[src/rtl/uart_tx_buffered.sv]
// Buffered 8N1 UART transmitter: a power-of-two byte FIFO feeding a
// start/data/stop serialiser, with every serial bit held ClockFreq/BaudRate cycles.
module uart_tx_buffered #(
  parameter int ClockFreq = 50_000_000,
  parameter int BaudRate  = 115_200,
  parameter int Depth     = 8
) (
  input  logic                     Clock,
  input  logic                     Reset_B,
  input  logic [7:0]               DataIn,
  input  logic                     DataInValid,
  output logic                     DataInReady,
  output logic                     SOut,
  output logic                     Busy,
  output logic [$clog2(Depth):0]   Count
);

  localparam int unsigned SymbolEdgeTime = ClockFreq / BaudRate;
  localparam int unsigned BaudW  = (SymbolEdgeTime > 1) ? $clog2(SymbolEdgeTime) : 1;
  localparam int unsigned AddrW  = $clog2(Depth);
  localparam int unsigned CountW = AddrW + 1;

  localparam logic [1:0] IDLE  = 2'd0;
  localparam logic [1:0] START = 2'd1;
  localparam logic [1:0] DATA  = 2'd2;
  localparam logic [1:0] STOP  = 2'd3;

  logic [7:0]        r_mem [Depth];
  logic [AddrW-1:0]  r_wr_ptr;
  logic [AddrW-1:0]  r_rd_ptr;
  logic [CountW-1:0] r_count;
  logic [1:0]        r_state;
  logic [BaudW-1:0]  r_baud;
  logic [2:0]        r_bit;
  logic [7:0]        r_shift;
  logic              r_sout;

  logic w_ready;
  logic w_push;
  logic w_pop;
  logic w_baud_end;

  // Ready depends on the registered occupancy only, so a full FIFO refuses
  // a push even on the cycle the serialiser pops.
  assign w_ready    = (r_count < CountW'(Depth));
  assign w_push     = DataInValid && w_ready;
  assign w_baud_end = (r_baud == BaudW'(SymbolEdgeTime - 1));
  assign w_pop      = (r_count != '0) &&
                      ((r_state == IDLE) || ((r_state == STOP) && w_baud_end));

  always_ff @(posedge Clock) begin
    if (w_push) begin
      r_mem[r_wr_ptr] <= DataIn;
    end
  end

  always_ff @(posedge Clock or negedge Reset_B) begin
    if (!Reset_B) begin
      r_wr_ptr <= '0;
      r_rd_ptr <= '0;
      r_count  <= '0;
    end else begin
      if (w_push) begin
        r_wr_ptr <= r_wr_ptr + AddrW'(1);
      end
      if (w_pop) begin
        r_rd_ptr <= r_rd_ptr + AddrW'(1);
      end
      case ({w_push, w_pop})
        2'b10:   r_count <= r_count + CountW'(1);
        2'b01:   r_count <= r_count - CountW'(1);
        default: r_count <= r_count;
      endcase
    end
  end

  always_ff @(posedge Clock or negedge Reset_B) begin
    if (!Reset_B) begin
      r_state <= IDLE;
      r_baud  <= '0;
      r_bit   <= '0;
      r_shift <= '0;
      r_sout  <= 1'b1;
    end else begin
      case (r_state)
        IDLE: begin
          r_sout <= 1'b1;
          r_baud <= '0;
          r_bit  <= '0;
          if (w_pop) begin
            r_shift <= r_mem[r_rd_ptr];
            r_sout  <= 1'b0;
            r_state <= START;
          end
        end
        START: begin
          if (w_baud_end) begin
            r_baud  <= '0;
            r_bit   <= '0;
            r_sout  <= r_shift[0];
            r_state <= DATA;
          end else begin
            r_baud <= r_baud + BaudW'(1);
          end
        end
        DATA: begin
          if (w_baud_end) begin
            r_baud <= '0;
            if (r_bit == 3'd7) begin
              r_sout  <= 1'b1;
              r_state <= STOP;
            end else begin
              // Next bit is shift[1]: the register moves down as it is emitted.
              r_bit   <= r_bit + 3'd1;
              r_shift <= {1'b0, r_shift[7:1]};
              r_sout  <= r_shift[1];
            end
          end else begin
            r_baud <= r_baud + BaudW'(1);
          end
        end
        STOP: begin
          if (w_baud_end) begin
            r_baud <= '0;
            if (w_pop) begin
              r_shift <= r_mem[r_rd_ptr];
              r_sout  <= 1'b0;
              r_state <= START;
            end else begin
              r_state <= IDLE;
            end
          end else begin
            r_baud <= r_baud + BaudW'(1);
          end
        end
        default: begin
          r_state <= IDLE;
          r_sout  <= 1'b1;
        end
      endcase
    end
  end

  assign DataInReady = w_ready;
  assign SOut        = r_sout;
  assign Busy        = (r_state != IDLE) || (r_count != '0);
  assign Count       = r_count;

endmodule

[config.mk]
export PLATFORM = sky130hd
export DESIGN_NAME = uart_tx_buffered
export DESIGN_NICKNAME = d
export VERILOG_FILES = /design/src/rtl/uart_tx_buffered.sv
export SDC_FILE = /design/constraint.sdc
export NUM_CORES = 1
export LEC_CHECK = 0
export ABC_AREA = 0
export CAP_MARGIN = 5
export CORE_MARGIN = 2
export CORE_UTILIZATION = 57
export CTS_BUF_LIST = sky130_fd_sc_hd__clkbuf_4
export DETAILED_ROUTE_END_ITERATION = 16
export PLACE_DENSITY = 0.78
export SLEW_MARGIN = 20
export SYNTH_ARGS = -nofsm -noshare
export SYNTH_HDL_FRONTEND = slang
export SYNTH_SLANG_ARGS = --single-unit
[constraint.sdc]
create_clock -name Clock -period 2.8 [get_ports Clock]
set_clock_uncertainty 0.15 [all_clocks]
set_input_delay 0.84 -clock Clock [delete_from_list [all_inputs] [get_ports Clock]]
set_output_delay 0.84 -clock Clock [all_outputs]
set_load 0.05 [all_outputs]
Word level (Yosys, flattened, before mapping)
Memories as Yosys holds them, arrays and structs flattened.
Index checks and enable logic that the tools add are counted.
{ "classes": {"reduce_logical": 16, "n_lt_le_gt_ge": 1, "add_sub_neg": 6, "mux": 28, "n_eq_ne": 14} }
{ "ops": {"columns": ["operator", "count"], "rows": [
  ["8-bit two-way mux", 4],
  ["8-bit one-hot mux with 3 select lines", 1],
  ["9-bit one-hot mux with 2 select lines", 1],
  ["2-bit inequality test (second input constant)", 7],
  ["4-bit AND reduction", 3],
  ["2-bit two-way mux", 5],
  ["3-bit by 1-bit adder with 3-bit output (second input constant)", 3],
  ["9-bit by 1-bit adder with 9-bit output (second input constant)", 1],
  ["9-bit == test (second input constant)", 1],
  ["1-bit two-way mux", 9],
  ["3-bit two-way mux", 3],
  ["9-bit two-way mux", 1],
  ["3-bit one-hot mux with 3 select lines", 1],
  ["2-bit one-hot mux with 4 select lines", 1],
  ["4-bit one-hot mux with 2 select lines", 1],
  ["2-bit == test (second input constant)", 3],
  ["3-bit nonzero test", 2],
  ["5-bit AND reduction", 1],
  ["4-bit by 1-bit adder with 4-bit output (second input constant)", 1],
  ["2-bit by 1-bit == test with 1-bit output (second input constant)", 2],
  ["4-bit < comparator (second input constant)", 1],
  ["1-bit one-hot mux with 4 select lines", 1],
  ["2-bit nonzero test", 2],
  ["4-bit nonzero test", 1],
  ["other kinds (6)", 9]
]} }
{ "totals": {"word_cells": 74, "register_bits": 33, "ram_bits": 64, "mem_count": 1, "output_inout_bits": 7, "inputBits": 11} }
{ "mem_list": {"columns": ["name", "depth", "width", "rd", "rd_clocked_by_memory_dff", "wr", "line", "text"], "rows": [
  ["r_mem", 8, 8, 1, 0, 1, "28", "logic [7:0] r_mem [Depth];"]
]} }

Longest topological paths before layout
Gate-level depths: netlist (run 1).
{ "logic_depth": {"depth_word": 7, "depth_mapped": 15, "ltp_nobuf": 12} }

Worst setup path after synthesis (run 1)
Ideal clock, no wire load.
{ "synth_timing": {"kind": "register to register", "startpoint": "reg r_baud[1]", "endpoint": "reg r_count[3] (netlist: Count[3])", "slack_ns": -0.129, "n_path_buf": 3, "synth_period_minus_slack_ns": 2.929, "path_stages_with_launch": 16, "setup_ns": 0.139, "arrival_time_ns": 2.640, "required_time_ns": 2.511, "cell_sequence": "dfrtp_1 > inv_1 > ha_1 > and4b_1 > a31oi_1 > or2_1 > buf_6 > buf_6 > inv_2 > ha_1 > clkbuf_1 > nand2b_1 > o22ai_1 > nand2_1 > o211ai_1 > or4b_1"} }
{ "synth_via": {"elab_chain_cells": 6, "word_cells_on_any_way": 8, "cone_classes": "eq/ne: 3; mux: 1; reduce/logical: 4"} }
{ "synth_rtl": {"columns": ["element", "line", "text"], "rows": [
  ["start: declaration", "33", "logic [BaudW-1:0] r_baud;"],
  ["start signal: assignment", "103", "r_baud <= r_baud + BaudW'(1);"],
  ["start signal: assignment", "119", "r_baud <= r_baud + BaudW'(1);"],
  ["start signal: assignment", "133", "r_baud <= r_baud + BaudW'(1);"],
  ["9-bit == test *", "47", "assign w_baud_end = (r_baud == BaudW'(SymbolEdgeTime - 1));"],
  ["1-bit logical AND *", "49", "((r_state == IDLE) || ((r_state == STOP) && w_baud_end));"],
  ["1-bit logical OR *", "49", null],
  ["1-bit logical AND *", "48", "assign w_pop = (r_count != '0) &&"],
  ["named net w_pop", "40", "logic w_pop;"],
  ["2-bit by 1-bit == test with 1-bit output or 2-bit == test (tied branches)", "69", "case ({w_push, w_pop})"],
  ["4-bit one-hot mux with 2 select lines or 2-bit nonzero test (tied branches)", null, null],
  ["end signal: assignment", "70", "2'b10: r_count <= r_count + CountW'(1);"],
  ["end signal: assignment", "71", "2'b01: r_count <= r_count - CountW'(1);"],
  ["end signal: assignment", "72", "default: r_count <= r_count;"],
  ["end: declaration", "31", "logic [CountW-1:0] r_count;"]
]} }
The timed path passes the listed nets; every way through them passes the cells marked *.
A chain may end at the register's enable or synchronous reset.

Final worst setup path (run 1)
Ends and elaborated chain as after synthesis.

==> flow_metrics.py, run 1 <==
metrics = {
    "die": {
        "core_area_mm2": 0.00769,
        "die_area_mm2": 0.00862,
        "die_h_um": 92.8,
        "core.rowCount": 32,
        "die_width_um": 92.8,
        "initial_core_util_pct": 58.5,
        "top_level_ports": 18,
    },
    "logic_synthesis": {
        "syn_inst": 303,
        "prevailing_post_synth_register_cell": "sky130_fd_sc_hd__edfxtp_1",
        "synth_top_area_cell": "sky130_fd_sc_hd__edfxtp_1",
        "ys_top_cells_by_area": "sky130_fd_sc_hd__edfxtp_1, sky130_fd_sc_hd__dfrtp_1, sky130_fd_sc_hd__mux4_2",
        "yosys_warnings": 0,
        "post_synth_num_cell_types": 53,
        "flop_and_latch_count_out_of_synthesis": 97,
        "synth_top_area_share_pct": 42.7,
        "syn_nets": 328,
        "synth_sequential_area_ratio_pct": 61.1,
        "mappedNetlistArea_mm2": 0.00450,
        "syn-mean-instance-area_um2": 14.8,
        "number_of_flops_mapped_to_enable_cells_by_yosys": 64,
        "fraction_of_registers_with_async_set_reset_pct": 34.0,
    },
    "clocking": {
        "cts.path.max_buffers": 2,
        "clock_tree.root_cell": "sky130_fd_sc_hd__clkbuf_4",
        "clk_pin_slew_ns": 0.17,
        "cts_buffer_count": 9,
        "num_clock_sinks": 97,
        "clock_tree_from_tritoncts": "done",
        "clk-insertion-delay-late_ns": 0.45,
        "postCtsHoldBufs": 0,
        "cts-htree-levels": 3,
    },
    "final_layout": {
        "flow.area_growth_from_synthesis_pct": 14.7,
        "post-route-cell-area_mm2": 0.00516,
        "antenna-diode-count": 0,
        "nNetsFinal": 375,
        "drive_above_1_share_pct": 24.8,
    },
    "critical_path": {
        "worstSetupPathType": "reg2reg",
        "crit_path_start_kind": "flip-flop",
        "reg_to_reg_critical_path_endpoint": "Count[3]",
        "worst_flop_to_flop_path_startpoint": "r_baud[1]",
        "cp_max_fo": 7,
        "cp_top_family": "simple AND/OR/NAND/NOR gates",
        "timing.critical_path.to_type": "flip-flop",
        "ff2ff_path_depth": 13,
        "critical_path.n_buffers_inverters": 3,
        "cp.arrival_ns": 2.96,
        "worst_path_largest_cell_delay_ns": 0.46,
        "r2r_setup_slack_ns": 0.03,
        "cp_cell_sequence": "inv_1, ha_2, and4b_2, a31oi_4, or2_4, inv_6, ha_4, buf_4, nand2b_1, o22ai_1, nand2_1, o211ai_1, or4b_1",
        "timing.critical_path.slowest_stage_cell": "sky130_fd_sc_hd__or4b_1",
        "worst-endpoint-required_ns": 3.00,
    },
    "routing": {
        "route.detailed.drc": 0,
        "post_drt_wl_per_cell_um": 18.3,
        "routed_wl_mm": 8.35,
        "via_to_cell_ratio": 5.90,
        "drt-initial-drc-count": 156,
        "dr.pass1.iters": 5,
        "num_vias": 2696,
        "drt_antenna_net_count": 0,
    },
    "placed_design": {
        "detailedPlacementHpwl_mm": 5.58,
        "placement.cell_area_mm2": 0.00488,
        "port_buffers": 17,
        "globalplace.congestion": 0.845,
    },
    "status": {
        "status": "finished clean",
    },
    "power": {
        "swShare_pct": 24.8,
        "ir_drop_mv": 0.410,
        "design_power_total_w": 0.00255,
        "seq_power_share_pct": 61.9,
        "p_per_area_mw_per_mm2": 495,
        "switching_power_w": 0.000634,
        "static-leakage-power_nw": 1.85,
        "intPower_w": 0.00192,
        "power_frac_clock_pct": 32.1,
        "combPwrFrac_pct": 5.9,
    },
    "sta": {
        "pins_over_their_slew_limit": 0,
        "final.period_utilization_pct": 98.9,
        "hold_viol_final": 0,
        "max_slew.worst_pin.slew_ns": 0.726,
        "fin_setup_tns_ns": 0,
        "final-setup-viol-count": 0,
        "achievable-frequency_mhz": 361,
        "unrepaired_setup_endpoints_after_global_routing": "yes",
        "timing.slew.headroom_pct": 51.6,
        "period_minus_ws_final_ns": 2.77,
    },
    "global_route": {
        "grt_overflow_total": 0,
        "track_usage_pct": 21.0,
        "wire_length_of_the_first_global_routing_pass_mm": 13.4,
        "grt_start_max_net_pins": 34,
        "first_global_vias": 2701,
        "antenna_found_initial": 0,
    },
    "hold_path": {
        "hold_path_depth": 1,
        "hold_class": "reg2reg",
        "holdCritStartpoint": "r_wr_ptr[0]",
        "holdPathEnd": "r_wr_ptr[0]",
    },
    "job": {
        "maxCapViolations": 0,
    },
}
state kept, by name, indices dropped and copies added, names as in the netlist:
name	flops
SOut	1
r_rd_ptr	3
r_bit	3
r_baud	9
r_state	2
Count	4
r_shift	8
r_mem	64
r_wr_ptr	3
cells in the mapped netlist (2+ instances only):
master,number
sky130_fd_sc_hd__a21oi_1,9
sky130_fd_sc_hd__a21oi_2,2
sky130_fd_sc_hd__a22o_1,6
sky130_fd_sc_hd__and3_1,5
sky130_fd_sc_hd__buf_4,3
sky130_fd_sc_hd__buf_6,4
sky130_fd_sc_hd__clkbuf_1,2
sky130_fd_sc_hd__clkbuf_8,2
sky130_fd_sc_hd__dfrtp_1,32
sky130_fd_sc_hd__edfxtp_1,64
sky130_fd_sc_hd__ha_1,14
sky130_fd_sc_hd__inv_1,8
sky130_fd_sc_hd__mux2_2,4
sky130_fd_sc_hd__mux2i_1,9
sky130_fd_sc_hd__mux4_1,2
sky130_fd_sc_hd__mux4_2,14
sky130_fd_sc_hd__nand2_1,16
sky130_fd_sc_hd__nand2b_1,7
sky130_fd_sc_hd__nand3_1,4
sky130_fd_sc_hd__nand4_1,2
sky130_fd_sc_hd__nor2_1,20
sky130_fd_sc_hd__nor2b_1,2
sky130_fd_sc_hd__nor3_1,5
sky130_fd_sc_hd__nor3b_1,2
sky130_fd_sc_hd__nor4_1,6
sky130_fd_sc_hd__nor4_2,3
sky130_fd_sc_hd__o211ai_1,3
sky130_fd_sc_hd__o21ai_0,9
sky130_fd_sc_hd__o31ai_1,3
sky130_fd_sc_hd__or3_1,9
sky130_fd_sc_hd__xnor2_1,8
sky130_fd_sc_hd__xor2_1,3
per-stage QoR:
stage                     utilization, %  cells  hold WS [ns]  worst slack, ns
after global placement              63.4    435         0.347          -0.0462
after floorplan                        -    303         0.324           0.0186
after detailed placement            63.4    435         0.368           -0.180
after CTS                           65.7    451         0.395          0.00724
after global routing                67.1    457         0.430          -0.0667
final                               67.1    457         0.385           0.0318
cells by family (layout without fill, tap and decap cells):
group,after synthesis,in the layout,share of synthesized area [%]
buffers and inverters,21,73,3.48
AO/OA/AOI/OAI,42,42,6.51
multiplexers,30,30,11.4
AND/OR/NAND/NOR,88,88,11.4
adder cells (fa/ha/maj),14,14,3.89
flip-flops,97,97,61.1
XOR/XNOR,11,11,2.14
per-layer routing:
metal  GRT usage (%)  wire length, µm  vias up
met3            5.04              289       20
met1            26.2             3530     1365
li1                -                -     1255
met5               0                0        -
met4            8.58              184        0
met2            35.3             4340       56
cells in the final DEF (no fill, tap or decap), types with 4 or more instances in the layout:
master                             n
sky130_fd_sc_hd__ha_1             10
sky130_fd_sc_hd__o21ai_0           9
sky130_fd_sc_hd__inv_1             8
sky130_fd_sc_hd__or3_1             9
sky130_fd_sc_hd__a21oi_1           9
sky130_fd_sc_hd__nand2b_1          7
sky130_fd_sc_hd__dfrtp_1          31
sky130_fd_sc_hd__nor4_1            5
sky130_fd_sc_hd__clkbuf_4          9
sky130_fd_sc_hd__a22o_1            6
sky130_fd_sc_hd__nor4_2            4
sky130_fd_sc_hd__mux2_2            4
sky130_fd_sc_hd__nor2_1           20
sky130_fd_sc_hd__buf_4            32
sky130_fd_sc_hd__edfxtp_1         64
sky130_fd_sc_hd__nor3_1            5
sky130_fd_sc_hd__xnor2_1           8
sky130_fd_sc_hd__mux2i_1           9
sky130_fd_sc_hd__nand2_1          16
sky130_fd_sc_hd__and3_1            5
sky130_fd_sc_hd__nand3_1           4
sky130_fd_sc_hd__clkdlybuf4s50_1  10
sky130_fd_sc_hd__mux4_2           14
layout make-up:
class                      instances  area, µm²
timing repair buffer              48        404
multi-input combinational        185       1660
tap                              102        128
inverter                           9       38.8
fill                             554       2530
clock inverter                     7        108
clock buffer                       9       67.6
sequential                        97       2750
power groups by stage:
stage,logic (W),clock network (W),registers (W)
after floorplan,0.0000425,0,0.00164
after global placement,0.000136,0,0.00161
after detailed placement,0.000144,0,0.00161
after CTS,0.000144,0.000851,0.00158
after global routing,0.000165,0.000907,0.00159
final,0.000152,0.000820,0.00158
what timing repair did:
action | CTS | global route
gates resized for setup | 3 | 14
endpoints found under the setup margin | 4 | 5
endpoints found under the hold margin | 0 | 0
buffers inserted | 0 | 6
pin swaps | 1 | 5
worst max-delay path by stage:
| stage | from | end | slack [ns] | cells after the start |
|---|---|---|---|---|
| after global placement | DataInValid | Count[3] | -0.05 | 8 |
| after CTS | Count[1] | Busy | 0.007 | 3 |
| after detailed placement | DataInValid | Count[3] | -0.18 | 9 |
| after global routing | r_baud[1] | Count[3] | -0.07 | 12 |
| after floorplan | r_baud[1] | Count[3] | 0.02 | 15 |
| final | r_baud[1] | Count[3] | 0.03 | 13 |
Note: power is estimated with default switching activity, not from simulation.
==> run 2: changes to the inputs <==
--- a/config.mk
+++ b/config.mk
@@ -11,6 +11,7 @@
 export CORE_UTILIZATION = 57
 export CTS_BUF_LIST = sky130_fd_sc_hd__clkbuf_4
 export DETAILED_ROUTE_END_ITERATION = 16
+export GPL_TIMING_DRIVEN = 0
 export PLACE_DENSITY = 0.78
 export SLEW_MARGIN = 20
 export SYNTH_ARGS = -nofsm -noshare
==> flow_metrics.py, run 2 (synthesized netlist as in run 1, its figures left out) <==
metrics = {
    "die": {
        "die_h_um": 92.8,
        "die_area_mm2": 0.00862,
        "core.rowCount": 32,
        "die_width_um": 92.8,
        "core_area_mm2": 0.00769,
        "top_level_ports": 18,
        "initial_core_util_pct": 58.5,
    },
    "clocking": {
        "num_clock_sinks": 97,
        "clock_tree.root_cell": "sky130_fd_sc_hd__clkbuf_4",
        "clk-insertion-delay-late_ns": 0.45,
        "clk_pin_slew_ns": 0.18,
        "cts.path.max_buffers": 2,
        "cts_buffer_count": 9,
        "cts-htree-levels": 3,
        "postCtsHoldBufs": 0,
        "clock_tree_from_tritoncts": "done",
    },
    "routing": {
        "num_vias": 2626,
        "routed_wl_mm": 8.47,
        "via_to_cell_ratio": 5.94,
        "post_drt_wl_per_cell_um": 19.2,
        "dr.pass1.iters": 4,
        "drt_antenna_net_count": 0,
        "route.detailed.drc": 0,
        "drt-initial-drc-count": 168,
    },
    "global_route": {
        "grt_most_used_layer": "met2",
        "wire_length_of_the_first_global_routing_pass_mm": 13.9,
        "grtUsageMet3_pct": 4.31,
        "global_route.usage.met1_pct": 28.6,
        "track_usage_pct": 21.4,
        "groute.layer.met2.usage_pct": 35.6,
        "grt_start_max_net_pins": 20,
        "grt_overflow_total": 0,
        "first_global_vias": 2691,
        "antenna_found_initial": 0,
    },
    "critical_path": {
        "worstSetupPathType": "reg2reg",
        "worst_flop_to_flop_path_startpoint": "r_baud[1]",
        "worst_setup_path_startpoint": "r_baud[1]",
        "crit_path_start_kind": "flip-flop",
        "timing.critical_path.to_type": "flip-flop",
        "worst-endpoint-required_ns": 2.99,
        "ff2ff_path_depth": 12,
        "cp_max_fo": 10,
        "reg_to_reg_critical_path_endpoint": "Count[3]",
        "cp.arrival_ns": 2.95,
        "r2r_setup_slack_ns": 0.04,
    },
    "sta": {
        "unrepaired_setup_endpoints_after_global_routing": "yes",
        "period_minus_ws_final_ns": 2.76,
        "final-setup-viol-count": 0,
        "timing.slew.headroom_pct": 38.6,
        "final_layout_worst_hold_slack_ns": 0.121,
        "max_slew.worst_pin.slew_ns": 0.917,
        "hold_viol_final": 0,
        "timing.final.ws_setup_ns": 0.0409,
        "pins_over_their_slew_limit": 0,
        "final.period_utilization_pct": 98.5,
        "achievable-frequency_mhz": 362,
    },
    "placed_design": {
        "globalplace.congestion": 0.845,
        "detailedPlacementHpwl_mm": 5.77,
        "placement.cell_area_mm2": 0.00486,
        "port_buffers": 17,
        "dp_cells": 423,
        "detailedPlace.worstSlack_ns": -0.570,
    },
    "final_layout": {
        "commonest_cells_after_routing_fill_and_taps_aside": "sky130_fd_sc_hd__edfxtp_1, sky130_fd_sc_hd__dfrtp_1, sky130_fd_sc_hd__nor2_1",
        "flow.area_growth_from_synthesis_pct": 13.0,
        "largest_register_ffs": 64,
        "post_route_core_utilization_pct": 66.1,
        "nNetsFinal": 360,
        "antenna-diode-count": 0,
        "layoutNonFillerInstCount": 442,
        "post-route-cell-area_mm2": 0.00508,
        "layout.cells.most_common": "sky130_fd_sc_hd__edfxtp_1",
        "top_register_by_number_of_flip_flops": "r_mem",
        "drive_above_1_share_pct": 22.1,
        "largest_registers": "r_mem (64), r_baud (9), r_shift (8)",
    },
    "status": {
        "status": "finished clean",
    },
    "power": {
        "ir_drop_mv": 0.410,
        "p_per_area_mw_per_mm2": 486,
        "static-leakage-power_nw": 1.77,
    },
    "job": {
        "maxCapViolations": 0,
    },
    "hold_path": {
        "hold_class": "in2async",
    },
}
run 2: area by class of cell:
class | instances | area (µm²)
Sequential cell | 97 | 2750
Fill cell | 554 | 2610
Multi-Input combinational cell | 185 | 1680
Timing Repair Buffer | 23 | 226
Tap cell | 102 | 128
Buffer | 10 | 113
Clock inverter | 7 | 73.8
Clock buffer | 9 | 67.6
Inverter | 9 | 41.3
run 2: what timing repair did:
item                       in CTS  in global routing
pin swaps                       2                  4
gates resized for setup        11                 15
setup endpoints to repair       6                  6
gates cloned                    0                  0
setup buffers                   4                  1
run 2: layer usage:
metal  vias up  wire length, µm
li1       1222                -
met3        10              269
met4         0              105
met1      1348             3800
met5         -                0
met2        46             4300
run 2: how the worst max path moves through the flow:
stage                        endpoint  slack, ns  cells after the start
after floorplan              Count[3]       0.02                     15
after global placement    r_mem[1][3]      -0.72                      5
after detailed placement     Count[3]      -0.57                     10
after CTS                    Count[3]      -0.05                     13
after global routing         Count[3]      -0.05                     12
final                        Count[3]       0.04                     12
run 2: where the power goes:
part	switching, W	leakage (nW)	internal (W)
clock network	0.000528	0.0773	0.000211
registers	0.0000389	0.956	0.00155
logic	0.0000810	0.734	0.0000615
run 2: worst max-delay path, stage by stage (launching register included):
cell                        delay, ns
sky130_fd_sc_hd__dfrtp_1         0.43
sky130_fd_sc_hd__inv_2           0.08
sky130_fd_sc_hd__ha_4            0.13
sky130_fd_sc_hd__and4b_1         0.26
sky130_fd_sc_hd__a31oi_4         0.11
sky130_fd_sc_hd__or2_4           0.27
sky130_fd_sc_hd__buf_8           0.13
sky130_fd_sc_hd__inv_8           0.06
sky130_fd_sc_hd__ha_4            0.19
sky130_fd_sc_hd__a21o_1          0.17
sky130_fd_sc_hd__o2111ai_2       0.12
sky130_fd_sc_hd__o211ai_1        0.10
sky130_fd_sc_hd__or4b_1          0.43
run 2: stage by stage:
step                TNS [ns]  power [W]
CTS                  -0.0855    0.00248
detailed placement    -25.10    0.00176
global route         -0.0710    0.00256
finish                     0    0.00247
floorplan                  0    0.00168
global placement      -26.88    0.00174
==> run 3: changes to the inputs <==
--- a/config.mk
+++ b/config.mk
@@ -13,6 +13,7 @@
 export DETAILED_ROUTE_END_ITERATION = 16
 export GPL_TIMING_DRIVEN = 0
 export PLACE_DENSITY = 0.78
+export RECOVER_POWER = 100
 export SLEW_MARGIN = 20
 export SYNTH_ARGS = -nofsm -noshare
 export SYNTH_HDL_FRONTEND = slang
==> flow_metrics.py, run 3 (synthesized netlist as in run 1, its figures left out) <==
metrics = {
    "clocking": {
        "clock_tree.root_cell": "sky130_fd_sc_hd__clkbuf_4",
        "cts-htree-levels": 3,
        "num_clock_sinks": 97,
        "clk-insertion-delay-late_ns": 0.46,
        "cts.path.max_buffers": 2,
        "postCtsHoldBufs": 0,
        "cts_buffer_count": 9,
        "clock_tree_from_tritoncts": "done",
        "clk_pin_slew_ns": 0.18,
    },
    "final_layout": {
        "largest_register_ffs": 64,
        "area.sequential_mm2": 0.00275,
        "post-route-cell-area_mm2": 0.00506,
        "multiInputGateArea_mm2": 0.00168,
        "drive_above_1_share_pct": 21.5,
        "nNetsFinal": 360,
        "layout.cells.most_common": "sky130_fd_sc_hd__edfxtp_1",
        "flow.area_growth_from_synthesis_pct": 12.4,
        "largest_registers": "r_mem (64), r_baud (9), r_shift (8)",
        "commonest_cells_after_routing_fill_and_taps_aside": "sky130_fd_sc_hd__edfxtp_1, sky130_fd_sc_hd__dfrtp_1, sky130_fd_sc_hd__nor2_1",
        "nFillCells": 559,
        "antenna-diode-count": 0,
        "top_register_by_number_of_flip_flops": "r_mem",
    },
    "status": {
        "status": "finished clean",
    },
    "global_route": {
        "grt_start_max_net_pins": 20,
        "wire_length_of_the_first_global_routing_pass_mm": 13.9,
        "track_usage_pct": 21.4,
        "grt_overflow_total": 0,
        "antenna_found_initial": 0,
        "first_global_vias": 2691,
    },
    "die": {
        "core_area_mm2": 0.00769,
        "core.rowCount": 32,
        "die_h_um": 92.8,
        "initial_core_util_pct": 58.5,
        "die_area_mm2": 0.00862,
        "top_level_ports": 18,
        "die_width_um": 92.8,
    },
    "routing": {
        "via_to_cell_ratio": 5.96,
        "drt_antenna_net_count": 0,
        "drt-initial-drc-count": 148,
        "routed_wl_mm": 8.45,
        "post_drt_wl_per_cell_um": 19.1,
        "route.detailed.drc": 0,
        "num_vias": 2636,
        "dr.pass1.iters": 4,
    },
    "placed_design": {
        "placement.cell_area_mm2": 0.00486,
        "globalplace.congestion": 0.845,
        "detailedPlacementHpwl_mm": 5.77,
        "port_buffers": 17,
    },
    "critical_path": {
        "cp_cell_sequence": "clkdlybuf4s50_1",
        "worstSetupPathType": "reg2out",
        "crit_cells": 1,
        "worst-endpoint-required_ns": 1.81,
        "worst_path_largest_cell_delay_ns": 0.83,
        "timing.critical_path.to_type": "output pin",
        "critical_path.n_buffers_inverters": 1,
        "cp_top_family": "buffers and inverters",
        "ff2ff_path_depth": 12,
        "cp_max_fo": 8,
        "crit_path_start_kind": "flip-flop",
        "cp.arrival_ns": 1.76,
        "timing.critical_path.slowest_stage_cell": "sky130_fd_sc_hd__clkdlybuf4s50_1",
    },
    "sta": {
        "max_slew.worst_pin.slew_ns": 1.08,
        "unrepaired_setup_endpoints_after_global_routing": "yes",
        "final.period_utilization_pct": 98.3,
        "achievable-frequency_mhz": 363,
        "timing.slew.headroom_pct": 28.1,
        "pins_over_their_slew_limit": 0,
        "final-setup-viol-count": 0,
        "period_minus_ws_final_ns": 2.75,
        "hold_viol_final": 0,
    },
    "power": {
        "ir_drop_mv": 0.411,
        "static-leakage-power_nw": 1.76,
        "design_power_total_w": 0.00246,
        "p_per_area_mw_per_mm2": 487,
    },
    "hold_path": {
        "hold_class": "in2async",
    },
    "job": {
        "maxCapViolations": 0,
    },
}
## run 3: changes by cell type in the layout (fill, tap and decap cells not counted), sizes merged
cell | before | now
clkdlybuf4s50 | 10 | 2
clkbuf | 12 | 14
dlygate4sd3 | 0 | 8
buf | 15 | 13
## run 3: power breakdown
group / total [W] / switching, W / internal [W]
Clock: 0.000740 / 0.000529 / 0.000211
Sequential: 0.00159 / 0.0000390 / 0.00155
Combinational: 0.000135 / 0.0000800 / 0.0000554
Total: 0.00246 / 0.000648 / 0.00181
## run 3: final timing paths
check / start / end / slack, ns
max: Count[1] / Count[1] / 0.05
min reg2reg: r_shift[7] / r_shift[7] / 0.38
min in group Clock: r_shift[7] / r_shift[7] / 0.38
max in group asynchronous: Reset_B / Count[1] / 0.70
min: Reset_B / r_baud[6] / 0.26
max reg2reg: r_baud[1] / Count[3] / 0.05
## run 3: layout make-up
class	count	area share (%)
plain buffers	10	2.23
flip-flops and latches	97	54.4
multi-input cells	185	33.3
repair buffers	23	3.98
inverters	9	0.816
clock buffers	9	1.34
clock inverters	7	1.46
well taps	102	2.52
## run 3: metal layers
metal,GRT usage [%],share of wire [%],up-vias
met5,0,0,-
met3,4.31,3.1,8
li1,-,-,1221
met4,6.86,0.99,0
met1,28.6,45,1347
met2,35.6,51,60
## run 3: repair_timing
item,CTS,global route
endpoints found under the setup margin,6,6
cloned,0,0
buffers inserted,4,1
gates resized for setup,11,15
pin swaps,2,4
## run 3: stage by stage
step	setup TNS, ns	util (%)	setup slack (ns)	std cells	hold WS (ns)
2_1_floorplan	0	-	0.0186	303	0.324
3_3_place_gp	-26.88	62.8	-0.718	422	0.347
3_5_place_dp	-25.10	63.2	-0.570	423	0.354
4_1_cts	-0.0855	65.5	-0.0454	442	0.108
5_1_grt	-0.0710	65.8	-0.0539	442	0.314
6_report	0	65.8	0.0480	442	0.259
